$ cat src/rtl/axi_lite_master.sv
// AXI4-Lite initiator: one single-beat read or write in flight; optional watchdog under `AXI_TIMEOUT_EN`.
// Latency: 4 cycles from accept to rsp_valid against a 1-cycle-ready / 1-cycle-response slave.
// Backpressure: req_ready is low until the response is taken; AXI valids hold until handshake.
module axi_lite_master #(
  parameter int ADDR_WIDTH     = 32,
  parameter int DATA_WIDTH     = 32,
  parameter int TIMEOUT_CYCLES = 255
) (
  input  logic                  clock,
  input  logic                  reset,
  input  logic                  req_valid,
  output logic                  req_ready,
  input  logic                  req_write,
  input  logic [ADDR_WIDTH-1:0] req_address,
  input  logic [DATA_WIDTH-1:0] req_wdata,
  output logic                  rsp_valid,
  input  logic                  rsp_ready,
  output logic [DATA_WIDTH-1:0] rsp_rdata,
  output logic                  rsp_error,
  output logic [ADDR_WIDTH-1:0] write_address,
  output logic                  write_valid,
  input  logic                  write_ready,
  output logic [DATA_WIDTH-1:0] write_data,
  output logic                  write_data_valid,
  input  logic                  write_data_ready,
  input  logic [31:0]           write_response,
  input  logic                  write_response_valid,
  output logic                  write_response_ready,
  output logic [ADDR_WIDTH-1:0] read_address,
  output logic                  read_valid,
  input  logic                  read_ready,
  input  logic [DATA_WIDTH-1:0] read_data,
  input  logic [31:0]           read_response,
  input  logic                  read_response_valid,
  output logic                  read_response_ready
);

  typedef enum logic [1:0] {IDLE, WRITE, READ, RESP} state_t;

  state_t state, state_nxt;
  logic aw_done, w_done, b_done, ar_done, r_done;
  logic aw_done_nxt, w_done_nxt, b_done_nxt, ar_done_nxt, r_done_nxt;
  logic req_ready_nxt, rsp_valid_nxt, rsp_error_nxt;
  logic [DATA_WIDTH-1:0] rsp_rdata_nxt;
  logic write_valid_nxt, write_data_valid_nxt, write_response_ready_nxt;
  logic read_valid_nxt, read_response_ready_nxt;
  logic accept, aw_hs, w_hs, b_hs, ar_hs, r_hs, timeout;

  assign accept = req_valid && req_ready;
  assign aw_hs  = write_valid && write_ready;
  assign w_hs   = write_data_valid && write_data_ready;
  assign b_hs   = write_response_valid && write_response_ready;
  assign ar_hs  = read_valid && read_ready;
  assign r_hs   = read_response_valid && read_response_ready;

`ifdef AXI_TIMEOUT_EN
  localparam int CNT_W = ($clog2(TIMEOUT_CYCLES + 1) > 8) ? $clog2(TIMEOUT_CYCLES + 1) : 8;
  logic [CNT_W-1:0] to_cnt, to_cnt_nxt;

  // Held at zero outside WRITE/READ, so it starts from zero on every entry.
  assign to_cnt_nxt = ((state == WRITE) || (state == READ)) ? to_cnt + 1'b1 : '0;
  assign timeout    = ((state == WRITE) || (state == READ)) && (to_cnt_nxt == CNT_W'(TIMEOUT_CYCLES));

  always_ff @(posedge clock or posedge reset) begin
    if (reset) to_cnt <= '0;
    else       to_cnt <= to_cnt_nxt;
  end
`else
  assign timeout = 1'b0;
`endif

  always_comb begin
    state_nxt                = state;
    aw_done_nxt              = aw_done;
    w_done_nxt               = w_done;
    b_done_nxt               = b_done;
    ar_done_nxt              = ar_done;
    r_done_nxt               = r_done;
    req_ready_nxt            = req_ready;
    rsp_valid_nxt            = rsp_valid;
    rsp_error_nxt            = rsp_error;
    rsp_rdata_nxt            = rsp_rdata;
    write_valid_nxt          = write_valid;
    write_data_valid_nxt     = write_data_valid;
    write_response_ready_nxt = write_response_ready;
    read_valid_nxt           = read_valid;
    read_response_ready_nxt  = read_response_ready;
    case (state)
      IDLE: begin
        if (accept) begin
          req_ready_nxt = 1'b0;
          rsp_error_nxt = 1'b0;
          rsp_rdata_nxt = '0;
          if (req_write) begin
            state_nxt                = WRITE;
            write_valid_nxt          = 1'b1;
            write_data_valid_nxt     = 1'b1;
            write_response_ready_nxt = 1'b1;
          end else begin
            state_nxt               = READ;
            read_valid_nxt          = 1'b1;
            read_response_ready_nxt = 1'b1;
          end
        end
      end
      WRITE: begin
        if (aw_hs) begin
          write_valid_nxt = 1'b0;
          aw_done_nxt     = 1'b1;
        end
        if (w_hs) begin
          write_data_valid_nxt = 1'b0;
          w_done_nxt           = 1'b1;
        end
        // B is taken whenever it shows up, even ahead of the AW handshake.
        if (b_hs) begin
          write_response_ready_nxt = 1'b0;
          b_done_nxt               = 1'b1;
          rsp_error_nxt            = (write_response != 32'd0);
        end
        if (aw_done_nxt && w_done_nxt && b_done_nxt) begin
          state_nxt     = RESP;
          rsp_valid_nxt = 1'b1;
        end
      end
      READ: begin
        if (ar_hs) begin
          read_valid_nxt = 1'b0;
          ar_done_nxt    = 1'b1;
        end
        if (r_hs) begin
          read_response_ready_nxt = 1'b0;
          r_done_nxt              = 1'b1;
          rsp_rdata_nxt           = read_data;
          rsp_error_nxt           = (read_response != 32'd0);
        end
        if (ar_done_nxt && r_done_nxt) begin
          state_nxt     = RESP;
          rsp_valid_nxt = 1'b1;
        end
      end
      RESP: begin
        if (rsp_ready) begin
          state_nxt     = IDLE;
          rsp_valid_nxt = 1'b0;
          req_ready_nxt = 1'b1;
          aw_done_nxt   = 1'b0;
          w_done_nxt    = 1'b0;
          b_done_nxt    = 1'b0;
          ar_done_nxt   = 1'b0;
          r_done_nxt    = 1'b0;
        end
      end
      default: state_nxt = IDLE;
    endcase
    // Watchdog expiry abandons the bus side and reports an error response.
    if (timeout && (state_nxt != RESP)) begin
      state_nxt                = RESP;
      rsp_valid_nxt            = 1'b1;
      rsp_error_nxt            = 1'b1;
      rsp_rdata_nxt            = '0;
      write_valid_nxt          = 1'b0;
      write_data_valid_nxt     = 1'b0;
      write_response_ready_nxt = 1'b0;
      read_valid_nxt           = 1'b0;
      read_response_ready_nxt  = 1'b0;
    end
  end

  always_ff @(posedge clock or posedge reset) begin
    if (reset) begin
      state                <= IDLE;
      aw_done              <= 1'b0;
      w_done               <= 1'b0;
      b_done               <= 1'b0;
      ar_done              <= 1'b0;
      r_done               <= 1'b0;
      req_ready            <= 1'b1;
      rsp_valid            <= 1'b0;
      rsp_error            <= 1'b0;
      rsp_rdata            <= '0;
      write_valid          <= 1'b0;
      write_data_valid     <= 1'b0;
      write_response_ready <= 1'b0;
      read_valid           <= 1'b0;
      read_response_ready  <= 1'b0;
    end else begin
      state                <= state_nxt;
      aw_done              <= aw_done_nxt;
      w_done               <= w_done_nxt;
      b_done               <= b_done_nxt;
      ar_done              <= ar_done_nxt;
      r_done               <= r_done_nxt;
      req_ready            <= req_ready_nxt;
      rsp_valid            <= rsp_valid_nxt;
      rsp_error            <= rsp_error_nxt;
      rsp_rdata            <= rsp_rdata_nxt;
      write_valid          <= write_valid_nxt;
      write_data_valid     <= write_data_valid_nxt;
      write_response_ready <= write_response_ready_nxt;
      read_valid           <= read_valid_nxt;
      read_response_ready  <= read_response_ready_nxt;
    end
  end

  // Address/data captured on accept and held stable for the whole transaction.
  always_ff @(posedge clock or posedge reset) begin
    if (reset) begin
      write_address <= '0;
      write_data    <= '0;
      read_address  <= '0;
    end else if (accept) begin
      if (req_write) begin
        write_address <= req_address;
        write_data    <= req_wdata;
      end else begin
        read_address <= req_address;
      end
    end
  end

endmodule

$ cat config.mk
export PLATFORM = sky130hd
export DESIGN_NAME = axi_lite_master
export DESIGN_NICKNAME = d
export VERILOG_FILES = /design/src/rtl/axi_lite_master.sv
export SDC_FILE = /design/constraint.sdc
export NUM_CORES = 1
export LEC_CHECK = 0
export CAP_MARGIN = 20
export CORE_UTILIZATION = 35
export CTS_CLUSTER_SIZE = 20
export DETAILED_ROUTE_END_ITERATION = 8
export DONT_BUFFER_PORTS = 1
export GPL_TIMING_DRIVEN = 0
export PLACE_DENSITY = 0.49
export SLEW_MARGIN = 15
export SYNTH_ARGS = -nofsm -noshare
export SYNTH_HDL_FRONTEND = slang
export SYNTH_SLANG_ARGS = --single-unit
$ cat constraint.sdc
create_clock -name clock -period 8.33 [get_ports clock]
set_input_delay 0.833 -clock clock [delete_from_list [all_inputs] [get_ports clock]]
set_output_delay 0.833 -clock clock [all_outputs]
set_load 0.005 [all_outputs]
# ---- After elaboration in Yosys (flattened, before gate mapping)
# Cells that the tools add are included.
dict set report totals {
  reg_bits 143
  latchBits 0
  ram_bits 0
  rom_bits 0
  word_cells 114
  memories 0
}
dict set report op_classes {
  n_addsub 0
  mul 0
  div_mod_pow 0
  order_cmp 0
  n_eq_ne 14
  n_shift 0
  muxes 48
  bitwise 1
  n_reduce_logical 33
}
# operator n
set ops {}
lappend ops {{$mux 32} 2}
lappend ops {{$pmux 32 s2} 1}
lappend ops {{$reduce_bool 32->1} 2}
lappend ops {{$reduce_and 4->1} 8}
lappend ops {{$mux 1} 26}
lappend ops {{$ne 2x2->1 const B} 11}
lappend ops {{$pmux 1 s2} 11}
lappend ops {{$mux 2} 5}
lappend ops {{$reduce_bool 2->1} 5}
lappend ops {{$logic_and 1x1->1} 9}
lappend ops {{$pmux 2 s4} 1}
lappend ops {{$reduce_and 2->1} 4}
lappend ops {{$pmux 1 s3} 2}
lappend ops {{$reduce_and 3->1} 2}
lappend ops {{$reduce_bool 3->1} 2}
lappend ops {{$eq 2x2->1 const B} 2}
lappend ops {{$eq 2x1->1 const B} 1}
lappend ops {{$logic_not 2->1} 1}
lappend ops {{$not 1->1} 1}

# ---- Longest topological paths before layout
dict set report depth {
  depth_word 7
  depth_mapped 8
  depth_no_buf 6
}

# ---- Worst setup path after synthesis
# Ideal clock, no wire load.
dict set report synth_timing {
  path_type {input to register}
  start {input port req_valid}
  end {register rsp_rdata[0]}
  setup_time_ns 0.121
  arrival_time_ns 1.655
  setup_slack_ns 6.554
  cell_stages 6
  path_cell_list {a21boi_2 > a21oi_1 > and2_1 > buf_2 > buf_4 > a22o_1}
}
dict set report synth_via {
  elab_chain_cells 3
}
# item line
set synth_rtl {}
lappend synth_rtl {{start: declaration} 11} ;# input logic req_valid,
lappend synth_rtl {{$logic_and 1x1->1} 49} ;# assign accept = req_valid && req_ready;
lappend synth_rtl {{$ne 2x2->1 (no line)} -}
lappend synth_rtl {{$reduce_and 3->1 (no line)} -}
lappend synth_rtl {{end signal: assignment} 197} ;# rsp_rdata <= rsp_rdata_nxt;
lappend synth_rtl {{end: declaration} 18} ;# output logic [DATA_WIDTH-1:0] rsp_rdata,
# Every way passes these cells.
# A chain may end at the register's enable or synchronous reset.

# ---- Worst setup path after layout
dict set report layout_timing {
  start {register state[0]}
  end {register rsp_rdata[31]}
}
dict set report layout_via {
  elab_chain_cells 3
}
# item line
set layout_rtl {}
lappend layout_rtl {{start: declaration} 40} ;# state_t state, state_nxt;
lappend layout_rtl {{start signal: assignment} 188} ;# state <= state_nxt;
lappend layout_rtl {{$eq 2x2->1 / $logic_not 2->1 (equally long branches)} 88} ;# case (state)
lappend layout_rtl {{$ne 2x2->1 (no line) / $reduce_bool 2->1 (equally long branches)} -}
lappend layout_rtl {{$reduce_and 3->1 (no line)} -}
# Several ways; a longest one is shown, not always the timed one.

==> impl_metrics.toml <==
[critical_path]
crit_path_end = "rsp_rdata[31]"
cp_max_fo = 10
cp.buffers_inverters = 3
cp.depth = 6
cp_slowest_cell = "clkbuf_1"
end_kind = "register"
ff2ff_setup_slack_ns = 6.33
crit_start = "state[0]"
crit_path_cell_trace = "inv_1, ha_1, clkbuf_1, o21ai_1, buf_2, a22o_1"
crit-reg2reg-launch = "state[0]"
required_ns = 8.62
r2r_cells = 6
crit_arrival_ns = 2.30
crit_family = "buffers and inverters"
start_kind = "register"
r2r-end = "rsp_rdata[31]"
crit_type = "register to register"
slowest_delay_ns = 0.43

[sta]
slew_headroom = 0.561
hold_viol = 0
final.setup.tns_ns = 0
setup_viol = 0
min_period_ns = 2.00
fmax_mhz = 500
finalClockSkew_ns = 0.00618
tightestPinTransition_ns = 0.656
hold_slack_ns = 0.275
grt_setup_unrepaired = "false"
drv_slew = 0
timing.final.crit_share = 0.240

[routing]
viasPerCell = 5.25
drt_iter0_markers = 141
routed_wl_mm = 13.9
wl_per_cell_um = 19.7
ant_nets = 0
first_pass_iters = 4
drc = 0
vias = 3693

[clocking]
clock-root-buffer = "clkbuf_16"
cts.sinks = 143
cts_buffers = 17
clk_pin_slew_ns = 0.06
clkLatencyLatePin_ns = 0.41
cts_tree = "done"
cts_resized = 0
hold_buffers = 0
post_cts_buffers = 0
cts_htree_levels = 4
clock_path_buffers = 2

[yosys]
syn_inst = 456
synthTopCellsByCount = "142 x dfrtp_1, 110 x nand2_1, 66 x mux2_2, 35 x a22o_1, 16 x nor4_1"
synth.distinct_cells = 28
post-synth-top-count-cell = "dfrtp_1"
synth_top_area_frac = 0.624
syn-cell-area_um2 = 5690
synth-edff-count = 0
syn_nets = 631
async_reset_ff_frac = 1.00
synth_area_leaders = "dfrtp_1 62%, mux2_2 13%, nand2_1 7.3%"
synthFlopType = "dfrtp_1"
ys_seq_area_frac = 0.629
synth_top_area_cell = "dfrtp_1"
ys_ff_latch = 143
syn_avg_cell_area_um2 = 12.5
yosys_warnings = 0

[floorplanning]
dieArea_um2 = 16800
ios = 306
start_util = 0.358
fp.dieW_um = 130
rows = 46
core_area_um2 = 15900
die_h_um = 130

[final_layout]
layout.cells.non_filler = 704
n_antenna_cell = 0
syn_to_final_growth_pct = 16.1
fillers = 1537
drive_gt1_frac = 0.250
seqCellArea_um2 = 3580
fin_area_um2 = 6610
nets = 651
multi_input_area_um2 = 1970

[job]
drv_cap = 0

[run_status]
status = "finished clean"

[power]
power_density_nw_per_um2 = 395
leakagePower_nw = 3.00
ir_drop_v = 0.000141

[place]
place_area_um2 = 6000
dp_hpwl_mm = 10.0
gp_congestion = 0.719
place_inst = 673
portBuffers = 0

[global_route]
antenna_found_initial = 0
grt-ovfl-total = 0
grt_pass1_vias = 3806
grt_max_degree = 90
track_usage = 0.162
grt_pass1_wl_mm = 20.1

[hold_path]
worstHoldPathType = "input pin to asynchronous set/reset pin"
-- per-stage QoR --
step | setup WS (ns) | util | power [W]
5_1_grt | 6.20 | 0.416 | 0.00278
6_report | 6.33 | 0.416 | 0.00261
3_5_place_dp | 6.30 | 0.378 | 0.00185
4_1_cts | 6.32 | 0.416 | 0.00265
3_3_place_gp | 2.19 | 0.375 | 0.00182
2_1_floorplan | 3.66 | - | 0.00165
-- cells by family after synthesis --
family / Yosys count / share of synthesized area
adders and majority gates: 5 / 0.0110
and+or+nand+nor: 139 / 0.103
muxes: 66 / 0.131
DFF: 143 / 0.629
AOI/OAI and AO/OA: 73 / 0.101
buffers and inverters: 30 / 0.0251
-- where the power goes --
part	total, W	internal (W)	switching, W
Clock	0.000785	0.000488	0.000297
Sequential	0.00122	0.000976	0.000247
Combinational	0.000603	0.000303	0.000300
-- cell type report --
cell class,count,area share
Multi-Input combinational cell,283,0.298
Clock buffer,19,0.0685
Timing Repair Buffer,1,0.00417
Sequential cell,143,0.542
Inverter,6,0.00454
Tap cell,216,0.0409
Clock inverter,12,0.0239
Buffer,24,0.0182
-- worst reg2reg max path: stages (launching register included) --
cell and delay, ns:
dfrtp_1 0.42, inv_1 0.10, ha_1 0.17, clkbuf_1 0.43, o21ai_1 0.25, buf_2 0.25, a22o_1 0.26
-- state kept, by name (all words and copies together), names as in the netlist, 2 cells and up --
register and count:
write_data 32, state 2, rsp_rdata 32, write_address 32
read_address 32
-- metal layers --
metal / wire (µm) / up-vias / share of wire / GRT usage
met2: 6640 / 203 / 0.48 / 0.256
met3: 1710 / 12 / 0.12 / 0.0846
met4: 163 / 0 / 0.012 / 0.0622
met5: 0 / - / 0 / 0
li1: - / 1655 / - / -
met1: 5350 / 1823 / 0.39 / 0.187
-- cells in the final DEF (no fill, tap or decap), types with 7 or more instances in the layout --
master,count
a22o_1,35
clkbuf_16,17
o21ai_0,7
o2bb2ai_1,8
buf_2,15
nor4_1,16
mux2_2,66
a21oi_1,10
nand2_1,110
dfrtp_1,142
-- how the worst min path moves through the flow --
stage,start,end,slack [ns],depth (start not counted)
floorplan,read_address[0],read_address[0],0.47,2
global placement,r_done,r_done,0.49,1
detailed placement,read_address[24],read_address[24],0.50,2
CTS,reset,rsp_rdata[23],0.28,1
global route,reset,rsp_rdata[23],0.29,1
finish,reset,rsp_rdata[23],0.27,1
No activity file was read; power rests on OpenSTA's default activity.
